$ cat src/rtl/jtdd2_vidout.sv
// Video output stage for jtdd2: colour expansion with blanking, programmable HS delay,
// and line/frame length measurement that flags stable timing for the scaler and OSD.
module jtdd2_vidout #(
    parameter int COLORW   = 4,
    parameter int HOFF_W   = 4,
    parameter int STABLE_N = 2
) (
    input  logic                clk,
    input  logic                rst_n,
    input  logic                pxl_cen,
    input  logic [COLORW-1:0]   red,
    input  logic [COLORW-1:0]   green,
    input  logic [COLORW-1:0]   blue,
    input  logic                LHBL,
    input  logic                LVBL,
    input  logic                HS,
    input  logic                VS,
    input  logic [HOFF_W-1:0]   hs_offset,
    output logic [2*COLORW-1:0] out_r,
    output logic [2*COLORW-1:0] out_g,
    output logic [2*COLORW-1:0] out_b,
    output logic                out_hs,
    output logic                out_vs,
    output logic                out_de,
    output logic [9:0]          line_len,
    output logic [8:0]          frame_lines,
    output logic                timing_ok
);
    localparam int DEPTH = 2**HOFF_W;
    localparam int SW    = $clog2(STABLE_N + 1);
    localparam logic [SW-1:0] STAB_MAX = SW'(STABLE_N);

    // S1 stage; hs_sr_q[0] doubles as the registered S1 HS and the head of the delay line.
    logic [COLORW-1:0] red_q, green_q, blue_q;
    logic              lhbl_q, lvbl_q, vs_q;
    logic [DEPTH-1:0]  hs_sr_q;
    logic              hs_prev_q, vs_prev_q;
    logic [HOFF_W-1:0] hs_off_q;

    logic [2*COLORW-1:0] out_r_q, out_g_q, out_b_q;
    logic                out_hs_q, out_vs_q, out_de_q;

    logic [9:0]    hcnt_q, hcnt_d, line_len_q, line_len_d;
    logic [8:0]    vcnt_q, vcnt_d, vcnt_next, frame_lines_q, frame_lines_d;
    logic          seen_hs_q, seen_hs_d, seen_vs_q, seen_vs_d;
    logic [18:0]   snap_q, snap_d;
    logic [SW-1:0] stab_cnt_q, stab_cnt_d;
    logic          hs_rise, vs_rise, active;

    assign hs_rise = hs_sr_q[0] & ~hs_prev_q;
    assign vs_rise = vs_q & ~vs_prev_q;
    assign active  = lhbl_q & lvbl_q;

    always_comb begin
        // NOTE: every signal gets its hold value first so no path leaves it unassigned (no latch).
        hcnt_d        = hcnt_q;
        vcnt_d        = vcnt_q;
        line_len_d    = line_len_q;
        frame_lines_d = frame_lines_q;
        seen_hs_d     = seen_hs_q;
        seen_vs_d     = seen_vs_q;
        snap_d        = snap_q;
        stab_cnt_d    = stab_cnt_q;

        if (hcnt_q != 10'h3FF) hcnt_d = hcnt_q + 10'd1;
        vcnt_next = (hs_rise && vcnt_q != 9'h1FF) ? vcnt_q + 9'd1 : vcnt_q;
        vcnt_d    = vcnt_next;

        if (hs_rise) begin
            if (seen_hs_q) line_len_d = hcnt_q;
            hcnt_d    = 10'd1;
            seen_hs_d = 1'b1;
        end

        if (vs_rise) begin
            vcnt_d    = '0;
            seen_vs_d = 1'b1;
            if (seen_vs_q) begin
                // The snapshot uses this tick's line length so a short closing line is seen.
                frame_lines_d = vcnt_next;
                snap_d        = {line_len_d, vcnt_next};
                if (snap_d == snap_q) begin
                    if (stab_cnt_q != STAB_MAX) stab_cnt_d = stab_cnt_q + 1'b1;
                end else begin
                    stab_cnt_d = '0;
                end
            end
        end
    end

    // NOTE: the HS delay line is plain flops, so it is reset with everything else.
    always_ff @(posedge clk or negedge rst_n) begin
        if (!rst_n) begin
            red_q         <= '0;
            green_q       <= '0;
            blue_q        <= '0;
            lhbl_q        <= 1'b0;
            lvbl_q        <= 1'b0;
            vs_q          <= 1'b0;
            hs_sr_q       <= '0;
            hs_prev_q     <= 1'b0;
            vs_prev_q     <= 1'b0;
            hs_off_q      <= '0;
            out_r_q       <= '0;
            out_g_q       <= '0;
            out_b_q       <= '0;
            out_hs_q      <= 1'b0;
            out_vs_q      <= 1'b0;
            out_de_q      <= 1'b0;
            hcnt_q        <= '0;
            vcnt_q        <= '0;
            line_len_q    <= '0;
            frame_lines_q <= '0;
            seen_hs_q     <= 1'b0;
            seen_vs_q     <= 1'b0;
            snap_q        <= '0;
            stab_cnt_q    <= '0;
        end else if (pxl_cen) begin
            red_q     <= red;
            green_q   <= green;
            blue_q    <= blue;
            lhbl_q    <= LHBL;
            lvbl_q    <= LVBL;
            vs_q      <= VS;
            hs_sr_q   <= {hs_sr_q[DEPTH-2:0], HS};
            hs_prev_q <= hs_sr_q[0];
            vs_prev_q <= vs_q;
            if (vs_rise) hs_off_q <= hs_offset;

            out_r_q  <= active ? {red_q, red_q}     : '0;
            out_g_q  <= active ? {green_q, green_q} : '0;
            out_b_q  <= active ? {blue_q, blue_q}   : '0;
            out_de_q <= active;
            out_vs_q <= vs_q;
            out_hs_q <= hs_sr_q[hs_off_q];

            hcnt_q        <= hcnt_d;
            vcnt_q        <= vcnt_d;
            line_len_q    <= line_len_d;
            frame_lines_q <= frame_lines_d;
            seen_hs_q     <= seen_hs_d;
            seen_vs_q     <= seen_vs_d;
            snap_q        <= snap_d;
            stab_cnt_q    <= stab_cnt_d;
        end
    end

    assign out_r       = out_r_q;
    assign out_g       = out_g_q;
    assign out_b       = out_b_q;
    assign out_hs      = out_hs_q;
    assign out_vs      = out_vs_q;
    assign out_de      = out_de_q;
    assign line_len    = line_len_q;
    assign frame_lines = frame_lines_q;
    assign timing_ok   = (stab_cnt_q == STAB_MAX);

endmodule

$ cat config.mk
export PLATFORM = sky130hd
export DESIGN_NAME = jtdd2_vidout
export DESIGN_NICKNAME = d
export VERILOG_FILES = /design/src/rtl/jtdd2_vidout.sv
export SDC_FILE = /design/constraint.sdc
export NUM_CORES = 1
export LEC_CHECK = 0
export ABC_CLOCK_PERIOD_IN_PS = 3390
export CAP_MARGIN = 30
export CORE_AREA = 4 4 106 108
export DETAILED_ROUTE_END_ITERATION = 16
export DIE_AREA = 0 0 110 112
export GPL_ROUTABILITY_DRIVEN = 0
export PLACE_DENSITY_LB_ADDON = 0.1
export SETUP_SLACK_MARGIN = 0.4
export SLEW_MARGIN = 10
export SYNTH_ARGS = -nofsm -noshare
export SYNTH_HDL_FRONTEND = slang
export SYNTH_SLANG_ARGS = --single-unit
$ cat constraint.sdc
create_clock -name clk -period 3.39 [get_ports clk]
set_clock_uncertainty 0.05 [all_clocks]
set_input_delay 0.678 -clock clk [delete_from_list [all_inputs] [get_ports clk]]
set_output_delay 0.678 -clock clk [all_outputs]
set_load 0.005 [all_outputs]
==> out/metrics.yaml <==
run_status:
  status: "finished, final reports clean"
sta:
  grt_setup_unrepaired: "yes"
  worstMarginPinSlew_ns: 0.6203
  relSlewSlack: 0.5865
  period_minus_slack_ns: 3.090
  slew_viol_final: 0
  layout_setup_ws_ns: 0.3003
  hold_viol_final: 0
  timing.fmax_mhz: 323.7
  fin_tns_setup_ns: 0
  timing.final.crit_share: 0.9114
  finalSetupViolations: 0
synth:
  syn_inst: 420
  ys_async_sr_fraction: 1.000
  yosys_warnings: 0
  synth_cell_types: 48
  synth.avg_cell_area_um2: 11.78
  synth-edff-count: 0
  synth_ff_type: "dfrtp_1"
  ys_seq_area_frac: 0.5159
  synth.cell_area_um2: 4947
  syn_nets: 447
  ys_ff_latch: 102
final_layout:
  fin_util: 0.5824
  layout_common_cells: "dfrtp_1 (102), clkdlybuf4s50_1 (67), mux2_2 (48)"
  nets: 504
  drive_gt1_frac: 0.2116
  layout_commonest_cell: "dfrtp_1"
  antenna_cells: 0
  final_area_um2: 5958
  syn_to_final_growth_pct: 20.43
clock_tree:
  cts_tree: "done"
  cts_buffers: 9
  cts.sinks: 102
  htreeDepth: 3
  clk_root_buffer_cell: "clkbuf_8"
  clockBufferDepth: 2
  worstSkewPairLatency_ns: 0.37
  clk_pin_slew_worst_paths_ns: 0.10
  holdBufCountCts: 0
grt:
  overflow: 0
  grt.total_usage: 0.1775
  grt_pass1_vias: 3558
  grt_max_degree: 56
  antenna_found_initial: 0
  grt_pass1_wl_mm: 17.24
critical_path:
  worstPathArrival_ns: 3.35
  cp-start-kind: "flop"
  worstSetupPathType: "flop to flop"
  path_max_fanout: 3
  worst_setup_path_end_kind: "flop"
  required_ns: 3.65
detailed_routing:
  drt-initial-drc-count: 118
  dr_total_vias: 3309
  wirelength_mm: 9.871
  drtPass1Iterations: 4
  ant_nets: 0
  vias_per_cell: 5.354
  avgRoutedWirePerCell_um: 15.97
  drc_errors: 0
floorplan:
  die_x_um: 110
  num_rows: 37
  pin_count: 70
  initial_core_util: 0.4836
  die_area_um2: 12320
  fp.dieH_um: 112
  core_um2: 10230
power:
  power_density_nw_per_um2: 552.1
  power_leakage_nw: 2.573
  vdd.ir_drop.worst_mv: 0.2644
  finalPower_mw: 3.289
placed_design:
  port_buffers: 69
  placed_area_um2: 5664
  dp_hpwl_mm: 6.854
  place_ws_ns: 0.2268
job:
  cap_violations: 0
worst_hold_path:
  hold_path_class: "input pin to asynchronous set/reset pin"
-- worst max-delay path: stages, from the launching register on --
cell	delay (ns)
dfrtp_1	0.39
ha_2	0.18
and4_1	0.19
and4_1	0.15
ha_2	0.19
or3b_4	0.41
or4_4	0.57
xor2_4	0.17
a2111o_1	0.42
a211oi_2	0.20
a21o_1	0.10
-- through the flow --
stage | cells | hold WS (ns)
floorplan | 420 | 0.3324
global placement | 593 | 0.4046
detailed placement | 593 | 0.4062
CTS | 615 | 0.2882
global route | 618 | 0.3102
finish | 618 | 0.2732
-- worst paths after layout --
kind / startpoint / endpoint / slack, ns / depth (start not counted)
min in group clk: seen_vs_q / seen_vs_q / 0.42 / 1
worst max register to register: vcnt_q[0] / stab_cnt_q[1] / 0.30 / 10
worst min register to register: seen_vs_q / seen_vs_q / 0.42 / 1
worst min-delay path: rst_n / frame_lines[6] / 0.27 / 1
max in group asynchronous: rst_n / hcnt_q[2] / 2.32 / 2
worst max-delay path: vcnt_q[0] / stab_cnt_q[1] / 0.30 / 10
-- flip-flops by register name (all words and copies together) (netlist names) --
name	cells
snap_q	11
green_q	4
seen_vs_q	1
frame_lines	8
line_len	10
seen_hs_q	1
stab_cnt_q	2
out_r	4
out_hs	1
out_g	4
lhbl_q	1
lvbl_q	1
out_de	1
vs_q	1
blue_q	4
vcnt_q	9
hcnt_q	10
out_b	4
hs_sr_q	16
hs_off_q	4
out_vs	1
red_q	4
-- Yosys cell counts (4+ instances only) --
library cell,number,share of area
dfrtp_1,102,0.52
mux2_2,48,0.11
nand2_1,35,0.027
o21ai_0,27,0.027
xnor2_1,24,0.042
buf_4,21,0.032
xor2_1,16,0.028
a22o_1,15,0.027
clkbuf_1,13,0.0099
mux2i_1,12,0.024
nor2_1,10,0.0076
a21o_1,6,0.0091
inv_1,6,0.0046
nand3_1,6,0.0061
nand4_1,6,0.0076
and3_1,5,0.0063
buf_1,5,0.0038
mux4_2,5,0.023
nor2b_1,5,0.0063
o31ai_1,5,0.0076
or3_1,5,0.0063
ha_1,4,0.010
-- where the power goes --
group	switching [mW]	internal, mW	leakage, nW	total, mW
logic	0.320	0.551	1.18	0.871
registers	0.232	1.44	1.31	1.67
clock network	0.410	0.339	0.0883	0.749
total	0.963	2.33	2.57	3.29
-- final cells by class --
type / instances / area, µm²
Fill cell: 901 / 4273
Sequential cell: 102 / 2552
Multi-Input combinational cell: 270 / 2188
Timing Repair Buffer: 87 / 830.8
Tap cell: 136 / 170.2
Clock buffer: 10 / 127.6
Clock inverter: 6 / 62.56
Inverter: 7 / 26.28
-- kinds of logic after synthesis --
logic type / Yosys count / synth area share
fa+ha+maj: 4 / 0.01012
buf+inv: 48 / 0.05286
mux: 65 / 0.1563
xor+xnor: 40 / 0.07081
simple gates: 94 / 0.1009
flops: 102 / 0.5159
compound gates: 67 / 0.09307
-- layer usage --
metal	vias up	GRT usage	share of wire
met1	1626	0.2510	0.47
met3	20	0.04058	0.047
li1	1583	-	-
met2	80	0.2597	0.46
met5	-	0	0
met4	0	0.07897	0.024
-- what timing repair did --
item | in CTS | in global routing
buffers inserted | 6 | 3
gates resized for setup | 5 | 2
gates cloned | 0 | 0
pin swaps | 6 | 1
endpoints found under the setup margin | 2 | 2
(Power assumes the default switching activity.)
